$ cat src/rtl/utlb_if.sv
// utlb_if: request, mmu search and response signals of the micro-TLB.
// Slave modport is the utlb side; master is the requester/mmu side.
interface utlb_if;
  logic        req_valid_i;
  logic [31:0] req_vaddr_i;
  logic        req_ready_o;
  logic [9:0]  asid_i;
  logic        flush_i;

  logic        mmu_req_valid_o;
  logic [31:0] mmu_vaddr_o;
  logic        mmu_found_i;
  logic [31:0] mmu_paddr_i;
  logic [5:0]  mmu_ps_i;
  logic        mmu_v_i;
  logic        mmu_d_i;
  logic [1:0]  mmu_plv_i;
  logic [1:0]  mmu_mat_i;

  logic        resp_valid_o;
  logic [31:0] resp_paddr_o;
  logic        resp_found_o;
  logic        resp_v_o;
  logic        resp_d_o;
  logic [1:0]  resp_plv_o;
  logic [1:0]  resp_mat_o;

  modport slave (
    input  req_valid_i, req_vaddr_i, asid_i, flush_i,
    input  mmu_found_i, mmu_paddr_i, mmu_ps_i, mmu_v_i, mmu_d_i, mmu_plv_i, mmu_mat_i,
    output req_ready_o, mmu_req_valid_o, mmu_vaddr_o,
    output resp_valid_o, resp_paddr_o, resp_found_o, resp_v_o, resp_d_o, resp_plv_o, resp_mat_o
  );

  modport master (
    output req_valid_i, req_vaddr_i, asid_i, flush_i,
    output mmu_found_i, mmu_paddr_i, mmu_ps_i, mmu_v_i, mmu_d_i, mmu_plv_i, mmu_mat_i,
    input  req_ready_o, mmu_req_valid_o, mmu_vaddr_o,
    input  resp_valid_o, resp_paddr_o, resp_found_o, resp_v_o, resp_d_o, resp_plv_o, resp_mat_o
  );
endinterface

$ cat src/rtl/utlb.sv
// utlb: fully-associative micro-TLB (4KB/4MB pages) in front of the mmu search port.
// Define UTLB_PERF_CNT_EN to add the hit_cnt_o / miss_cnt_o performance counters.
module utlb #(
  parameter int unsigned ENTRY_NUM = 4
) (
  input  logic        clk,
  input  logic        rst_n,
  utlb_if.slave       bus
`ifdef UTLB_PERF_CNT_EN
  ,
  output logic [31:0] hit_cnt_o,
  output logic [31:0] miss_cnt_o
`endif
);
  localparam int unsigned IDX_W = (ENTRY_NUM > 1) ? $clog2(ENTRY_NUM) : 1;

  typedef enum logic [1:0] {IDLE, LOOK, WALK, RESP} state_t;

  typedef struct packed {
    logic        valid;
    logic [19:0] vpn;
    logic        is4m;
    logic [19:0] ppn;
    logic        d;
    logic [1:0]  plv;
    logic [1:0]  mat;
  } entry_t;

  typedef struct packed {
    logic        found;
    logic [31:0] paddr;
    logic        v;
    logic        d;
    logic [1:0]  plv;
    logic [1:0]  mat;
  } walk_t;

  state_t           state_q, state_d;
  entry_t           tlb_q [ENTRY_NUM];
  walk_t            walk_q;
  logic [31:0]      vaddr_q;
  logic [9:0]       asid_q;
  logic [IDX_W-1:0] rr_q;

  logic             hit, ready, accept, inval, fill, use_rr;
  logic [IDX_W-1:0] hit_idx, victim;
  entry_t           hit_e;
  logic [31:0]      hit_paddr;

  // Associative match of the held vaddr; lowest matching index wins.
  always_comb begin
    hit     = 1'b0;
    hit_idx = '0;
    for (int unsigned i = 0; i < ENTRY_NUM; i++) begin
      if (!hit && tlb_q[i].valid &&
          (tlb_q[i].is4m ? (tlb_q[i].vpn[19:10] == vaddr_q[31:22])
                         : (tlb_q[i].vpn == vaddr_q[31:12]))) begin
        hit     = 1'b1;
        hit_idx = IDX_W'(i);
      end
    end
  end

  assign hit_e     = tlb_q[hit_idx];
  assign hit_paddr = hit_e.is4m ? {hit_e.ppn[19:10], vaddr_q[21:0]}
                                : {hit_e.ppn, vaddr_q[11:0]};

  // Victim: lowest invalid slot, else the round-robin pointer.
  always_comb begin
    victim = rr_q;
    use_rr = 1'b1;
    for (int unsigned i = 0; i < ENTRY_NUM; i++) begin
      if (use_rr && !tlb_q[i].valid) begin
        victim = IDX_W'(i);
        use_rr = 1'b0;
      end
    end
  end

  // A flush or ASID switch beats a fill landing on the same edge.
  assign inval = bus.flush_i || (bus.asid_i != asid_q);
  assign fill  = (state_q == WALK) && bus.mmu_found_i && bus.mmu_v_i && !inval;

  always_comb begin
    state_d              = state_q;
    ready                = 1'b0;
    bus.mmu_req_valid_o  = 1'b0;
    bus.mmu_vaddr_o      = '0;
    bus.resp_valid_o     = 1'b0;
    bus.resp_paddr_o     = '0;
    bus.resp_found_o     = 1'b0;
    bus.resp_v_o         = 1'b0;
    bus.resp_d_o         = 1'b0;
    bus.resp_plv_o       = '0;
    bus.resp_mat_o       = '0;
    case (state_q)
      IDLE: begin
        ready = 1'b1;
        if (bus.req_valid_i) state_d = LOOK;
      end
      LOOK: begin
        if (hit) begin
          ready            = 1'b1;
          bus.resp_valid_o = 1'b1;
          bus.resp_paddr_o = hit_paddr;
          bus.resp_found_o = 1'b1;
          bus.resp_v_o     = 1'b1;
          bus.resp_d_o     = hit_e.d;
          bus.resp_plv_o   = hit_e.plv;
          bus.resp_mat_o   = hit_e.mat;
          state_d          = bus.req_valid_i ? LOOK : IDLE;
        end else begin
          state_d = WALK;
        end
      end
      WALK: begin
        bus.mmu_req_valid_o = 1'b1;
        bus.mmu_vaddr_o     = vaddr_q;
        state_d             = RESP;
      end
      RESP: begin
        bus.resp_valid_o = 1'b1;
        bus.resp_paddr_o = walk_q.paddr;
        bus.resp_found_o = walk_q.found;
        bus.resp_v_o     = walk_q.v;
        bus.resp_d_o     = walk_q.d;
        bus.resp_plv_o   = walk_q.plv;
        bus.resp_mat_o   = walk_q.mat;
        state_d          = IDLE;
      end
      default: state_d = IDLE;
    endcase
  end

  assign bus.req_ready_o = ready;
  assign accept          = bus.req_valid_i && ready;

  always_ff @(posedge clk or negedge rst_n) begin
    if (!rst_n) begin
      state_q <= IDLE;
      vaddr_q <= '0;
      walk_q  <= '0;
      asid_q  <= '0;
      rr_q    <= '0;
    end else begin
      state_q <= state_d;
      asid_q  <= bus.asid_i;
      if (accept) vaddr_q <= bus.req_vaddr_i;
      if (state_q == WALK) begin
        walk_q <= '{found: bus.mmu_found_i, paddr: bus.mmu_paddr_i, v: bus.mmu_v_i,
                    d: bus.mmu_d_i, plv: bus.mmu_plv_i, mat: bus.mmu_mat_i};
      end
      if (fill && use_rr) rr_q <= rr_q + IDX_W'(1);
    end
  end

  always_ff @(posedge clk or negedge rst_n) begin
    if (!rst_n) begin
      for (int unsigned i = 0; i < ENTRY_NUM; i++) tlb_q[i] <= '0;
    end else if (inval) begin
      for (int unsigned i = 0; i < ENTRY_NUM; i++) tlb_q[i].valid <= 1'b0;
    end else if (fill) begin
      tlb_q[victim] <= '{valid: 1'b1, vpn: vaddr_q[31:12], is4m: (bus.mmu_ps_i == 6'd21),
                         ppn: bus.mmu_paddr_i[31:12], d: bus.mmu_d_i,
                         plv: bus.mmu_plv_i, mat: bus.mmu_mat_i};
    end
  end

`ifdef UTLB_PERF_CNT_EN
  always_ff @(posedge clk or negedge rst_n) begin
    if (!rst_n) begin
      hit_cnt_o  <= '0;
      miss_cnt_o <= '0;
    end else if (state_q == LOOK) begin
      if (hit) hit_cnt_o  <= hit_cnt_o + 32'd1;
      else     miss_cnt_o <= miss_cnt_o + 32'd1;
    end
  end
`endif
endmodule

$ cat src/flat_wrapper.sv
// flat-port wrapper written by rule: the top's interface ports become plain ports
module utlb_flat 
#(
  parameter int unsigned ENTRY_NUM = 4
)
  (clk, rst_n, bus_req_valid_i, bus_req_vaddr_i, bus_asid_i, bus_flush_i, bus_mmu_found_i, bus_mmu_paddr_i, bus_mmu_ps_i, bus_mmu_v_i, bus_mmu_d_i, bus_mmu_plv_i, bus_mmu_mat_i, bus_req_ready_o, bus_mmu_req_valid_o, bus_mmu_vaddr_o, bus_resp_valid_o, bus_resp_paddr_o, bus_resp_found_o, bus_resp_v_o, bus_resp_d_o, bus_resp_plv_o, bus_resp_mat_o);
  utlb_if bus_i ();
  input  logic clk;
  input  logic rst_n;
  input wire logic [$bits(bus_i.req_valid_i)-1:0] bus_req_valid_i;
  input wire logic [$bits(bus_i.req_vaddr_i)-1:0] bus_req_vaddr_i;
  input wire logic [$bits(bus_i.asid_i)-1:0] bus_asid_i;
  input wire logic [$bits(bus_i.flush_i)-1:0] bus_flush_i;
  input wire logic [$bits(bus_i.mmu_found_i)-1:0] bus_mmu_found_i;
  input wire logic [$bits(bus_i.mmu_paddr_i)-1:0] bus_mmu_paddr_i;
  input wire logic [$bits(bus_i.mmu_ps_i)-1:0] bus_mmu_ps_i;
  input wire logic [$bits(bus_i.mmu_v_i)-1:0] bus_mmu_v_i;
  input wire logic [$bits(bus_i.mmu_d_i)-1:0] bus_mmu_d_i;
  input wire logic [$bits(bus_i.mmu_plv_i)-1:0] bus_mmu_plv_i;
  input wire logic [$bits(bus_i.mmu_mat_i)-1:0] bus_mmu_mat_i;
  output wire logic [$bits(bus_i.req_ready_o)-1:0] bus_req_ready_o;
  output wire logic [$bits(bus_i.mmu_req_valid_o)-1:0] bus_mmu_req_valid_o;
  output wire logic [$bits(bus_i.mmu_vaddr_o)-1:0] bus_mmu_vaddr_o;
  output wire logic [$bits(bus_i.resp_valid_o)-1:0] bus_resp_valid_o;
  output wire logic [$bits(bus_i.resp_paddr_o)-1:0] bus_resp_paddr_o;
  output wire logic [$bits(bus_i.resp_found_o)-1:0] bus_resp_found_o;
  output wire logic [$bits(bus_i.resp_v_o)-1:0] bus_resp_v_o;
  output wire logic [$bits(bus_i.resp_d_o)-1:0] bus_resp_d_o;
  output wire logic [$bits(bus_i.resp_plv_o)-1:0] bus_resp_plv_o;
  output wire logic [$bits(bus_i.resp_mat_o)-1:0] bus_resp_mat_o;
  assign bus_i.req_valid_i = bus_req_valid_i;
  assign bus_i.req_vaddr_i = bus_req_vaddr_i;
  assign bus_i.asid_i = bus_asid_i;
  assign bus_i.flush_i = bus_flush_i;
  assign bus_i.mmu_found_i = bus_mmu_found_i;
  assign bus_i.mmu_paddr_i = bus_mmu_paddr_i;
  assign bus_i.mmu_ps_i = bus_mmu_ps_i;
  assign bus_i.mmu_v_i = bus_mmu_v_i;
  assign bus_i.mmu_d_i = bus_mmu_d_i;
  assign bus_i.mmu_plv_i = bus_mmu_plv_i;
  assign bus_i.mmu_mat_i = bus_mmu_mat_i;
  assign bus_req_ready_o = bus_i.req_ready_o;
  assign bus_mmu_req_valid_o = bus_i.mmu_req_valid_o;
  assign bus_mmu_vaddr_o = bus_i.mmu_vaddr_o;
  assign bus_resp_valid_o = bus_i.resp_valid_o;
  assign bus_resp_paddr_o = bus_i.resp_paddr_o;
  assign bus_resp_found_o = bus_i.resp_found_o;
  assign bus_resp_v_o = bus_i.resp_v_o;
  assign bus_resp_d_o = bus_i.resp_d_o;
  assign bus_resp_plv_o = bus_i.resp_plv_o;
  assign bus_resp_mat_o = bus_i.resp_mat_o;
  utlb #(.ENTRY_NUM(ENTRY_NUM)) u_core (.clk(clk), .rst_n(rst_n), .bus(bus_i));
endmodule
$ cat config.mk
export PLATFORM = sky130hd
export DESIGN_NAME = utlb_flat
export DESIGN_NICKNAME = d
export VERILOG_FILES = /design/src/rtl/utlb_if.sv /design/src/rtl/utlb.sv /design/src/flat_wrapper.sv
export SDC_FILE = /design/constraint.sdc
export NUM_CORES = 1
export LEC_CHECK = 0
export CAP_MARGIN = 30
export CORE_ASPECT_RATIO = 1.75
export CORE_MARGIN = 2
export CORE_UTILIZATION = 35
export CTS_CLUSTER_SIZE = 40
export DETAILED_ROUTE_END_ITERATION = 10
export PLACE_DENSITY = 0.53
export SLEW_MARGIN = 20
export SYNTH_ARGS = -nofsm -noshare
export SYNTH_HDL_FRONTEND = slang
export SYNTH_SLANG_ARGS = --single-unit
$ cat constraint.sdc
create_clock -name clk -period 3.6 [get_ports clk]
set_input_delay 0.9 -clock clk [delete_from_list [all_inputs] [get_ports clk]]
set_output_delay 0.9 -clock clk [all_outputs]
set_load 0.02 [all_outputs]
==> metrics <==
vias in the first global route=around 9800; Post-synth ARST share=100%; count of final setup violators=40; Die X=approximately 150 µm; Detail Route met3 WL=~1.1 mm; chip height=between 200 and 300 µm; sequential share of the synthesized area=52.0%; Vias=just over 9000; placer congestion estimate=0.816; CP Data Required Time=about 2.7 ns; Final Total Pwr=between 10000 and 15000 µW; Die ar.=39100 µm²; clk sinks=273; cts bufs inserted=28; number of diodes=0; Setup Skew=about 0.014 ns; status=finished with violations; Vias/cell=5.04; fin. max-slew vios=0; Cell Pwr Density=around 600 nW/µm²; worst-margin pin slew=0.758 ns; Total GRT Usage=around a fifth; post-layout min period=~4 ns; r2r startpoint=u_core.vaddr_q[15]$_DFFE_PN0P_; final hold violations=0; met2 wire length=between 20 and 25 mm; Worst-Skew Late Latency=roughly 0.56 ns; hold buffers post-CTS=0; area taken by multi-input logic gates=6580 µm²; Hold Path Class=input pin to async pin; Area Growth Syn to Fin=41.4%; clock buffer depth=3; Post-synth top flop=dfrtp_1; Top Metal Used=met4; commonest cells after routing, fill and taps aside=dfrtp_1 (260), mux2_2 (222), buf_4 (168); fin cells=1830; leakage=slightly above 0.008 µW; Seq cells post-synth=approximately 270; Crit Path Category=flip-flop to output pin; FP Rows=slightly above 90; Worst slew margin=around half; Critical Path AT=approximately 3.2 ns; fin util=50.3%; DPL Wire Length=26.0 mm; first-pass iteration count of the detailed router=4; largest net degree at the start of global routing=slightly above 80; most common cell after layout, fill and taps aside=dfrtp_1; setup ws final=-0.493 ns; core area=approximately 37000 µm²; Fill cells=between 3000 and 4000; final period utilization=114%; Critical Path Start Type=flip-flop; worst reg-to-reg setup slack=about 0.44 ns; CTS tree=done; net count after synthesis=roughly 1100; Setup WS pre-CTS=-0.529 ns; ANT nets after route=0; Layout Nets=~1400; failing checks=negative setup slack; first-pass GRT wire length=approximately 57 mm; CP max FO=5; peak supply drop=0.484 mV; H-tree Lvls=1; synth unique cells=56; r2r endpoint=u_core.vaddr_q[31]$_DFFE_PN0P_; Syn. warnings=0; Crit. End Element=output pin; RSZ-0062 raised after global routing=yes; Initial Util=between 30% and 40%; synthesized instance count=between 1000 and 1500; Max Clock Freq=244 MHz; # port buffers=between 150 and 200; DRC=0; initial antenna violation count=0; GRT overflow=0; Cells after DPL=1723; fraction of layout cells with a size suffix above 1=48.9%; clock slew at reported path FFs=~0.060 ns; WL final=approximately 37 mm; CTS Root Cell=clkbuf_16; FF-to-FF path depth=11; register area=6850 µm²; MaxCap Viol Count=0; Critical path origin=u_core.vaddr_q[15]$_DFFE_PN0P_; CP Capture Point=bus_resp_paddr_o[15]; syn avg cell area=between 10 and 15 µm²; IO Count=between 150 and 200; routed len/inst=between 20 and 25 µm; Initial DRC Count=263; wire length on met1=14.2 mm; Synth Cell Area=~13000 µm²; Post-synth EDFFs=0
[final cells by class]
type | instances | share of cell area, %
clock inverter | 10 | 0.303
multi-input combinational | 649 | 35.4
inverter | 10 | 0.202
timing repair buffer | 372 | 19.6
clock buffer | 41 | 4.37
sequential | 273 | 36.9
tap | 475 | 3.20
[how the worst min path moves through the flow]
| stage | slack (ns) | startpoint | to | depth (start not counted) |
|---|---|---|---|---|
| 2_1_floorplan | 0.45 | u_core.rr_q[1]$_DFFE_PN0P_ | u_core.rr_q[1]$_DFFE_PN0P_ | 1 |
| 3_3_place_gp | 0.46 | u_core.rr_q[1]$_DFFE_PN0P_ | u_core.rr_q[1]$_DFFE_PN0P_ | 1 |
| 3_5_place_dp | 0.46 | u_core.rr_q[1]$_DFFE_PN0P_ | u_core.rr_q[1]$_DFFE_PN0P_ | 1 |
| 4_1_cts | 0.37 | rst_n | u_core.walk_q[21]$_DFFE_PN0P_ | 1 |
| 5_1_grt | 0.40 | rst_n | u_core.vaddr_q[29]$_DFFE_PN0P_ | 1 |
| 6_report | 0.34 | rst_n | u_core.vaddr_q[29]$_DFFE_PN0P_ | 1 |
[critical path, stage by stage (launching register included)]
cell and delay, ns:
dfrtp_2 0.46, xnor2_2 0.16, nand4_1 0.18, o41a_1 0.51, buf_6 0.16, buf_6 0.14, a2111oi_4 0.33, o311ai_2 0.15
o21a_1 0.12, mux2i_1 0.17, o21ai_1 0.10, buf_4 0.16
[layer usage]
metal,GRT usage (%),vias up
met1,21.4,4727
met4,5.56,0
met3,2.18,68
li1,-,4255
met5,0,-
met2,36.3,167
[flip-flops by register name, summed over array words and instances (netlist names), named ones only]
name and cells:
u_core.walk_q 39, u_core.state_q 1, u_core.vaddr_q 32, u_core.rr_q 2, u_core.asid_q 10, u_core.tlb_q 188
[cell families after synthesis]
| kind of cell | synth area share [%] |
|---|---|
| multiplexers | 25.0 |
| flip-flops | 52.0 |
| AND/OR/NAND/NOR | 6.18 |
| AO/OA/AOI/OAI | 6.93 |
| XOR/XNOR | 6.14 |
| buffers and inverters | 3.70 |
[timing repair]
item,in CTS,in global routing
cloned,3,1
setup endpoints to repair,41,41
pin swaps,43,57
setup buffers,33,29
gates resized for setup,301,120
[synthesized netlist by cell type (2+ instances only)]
cell type | n | area [µm²]
nor2_1 | 13 | 48.8
a2bb2oi_1 | 13 | 114
mux2i_1 | 35 | 350
a2111oi_0 | 9 | 78.8
o211ai_1 | 4 | 30.0
and2_1 | 36 | 225
a22o_1 | 12 | 105
o31a_1 | 2 | 17.5
o311ai_0 | 2 | 17.5
o311ai_1 | 7 | 61.3
a211oi_1 | 3 | 22.5
nor3_1 | 20 | 100
xor2_1 | 13 | 114
nor4_1 | 3 | 18.8
buf_1 | 3 | 11.3
buf_6 | 5 | 56.3
a32o_1 | 2 | 20.0
a21oi_1 | 6 | 30.0
or2_2 | 2 | 12.5
buf_12 | 4 | 80.1
mux2_4 | 29 | 435
mux2_2 | 222 | 2500
nand3_1 | 17 | 85.1
a22oi_1 | 2 | 15.0
nand4_1 | 16 | 100
buf_4 | 6 | 45.0
o31ai_4 | 2 | 42.5
o21ai_1 | 16 | 80.1
o31ai_1 | 2 | 15.0
o21a_1 | 9 | 67.6
buf_2 | 36 | 180
a21o_1 | 2 | 15.0
xnor2_1 | 79 | 692
nand2_1 | 35 | 131
o21ai_0 | 14 | 70.1
nor2b_1 | 2 | 12.5
a21boi_1 | 3 | 22.5
or3_1 | 2 | 12.5
clkbuf_1 | 20 | 75.1
dfrtp_1 | 273 | 6830
inv_1 | 10 | 37.5
[through the flow]
stage                     setup TNS, ns  hold slack, ns  area, µm²
final                            -15.04           0.343      18600
after floorplan                       0           0.446      13100
after CTS                        -18.16           0.368      17800
after global placement           -21.64           0.465      16400
after global routing             -19.61           0.405      18600
after detailed placement         -20.91           0.464      16400
[power breakdown]
group | leakage [µW] | switching (µW) | internal (µW)
combinational | 0.00418 | 2150 | 2570
sequential | 0.00361 | 437 | 3520
clock | 0.000431 | 1230 | 1560
total | 0.00822 | 3820 | 7640
Power figures use the tool's default switching activity.
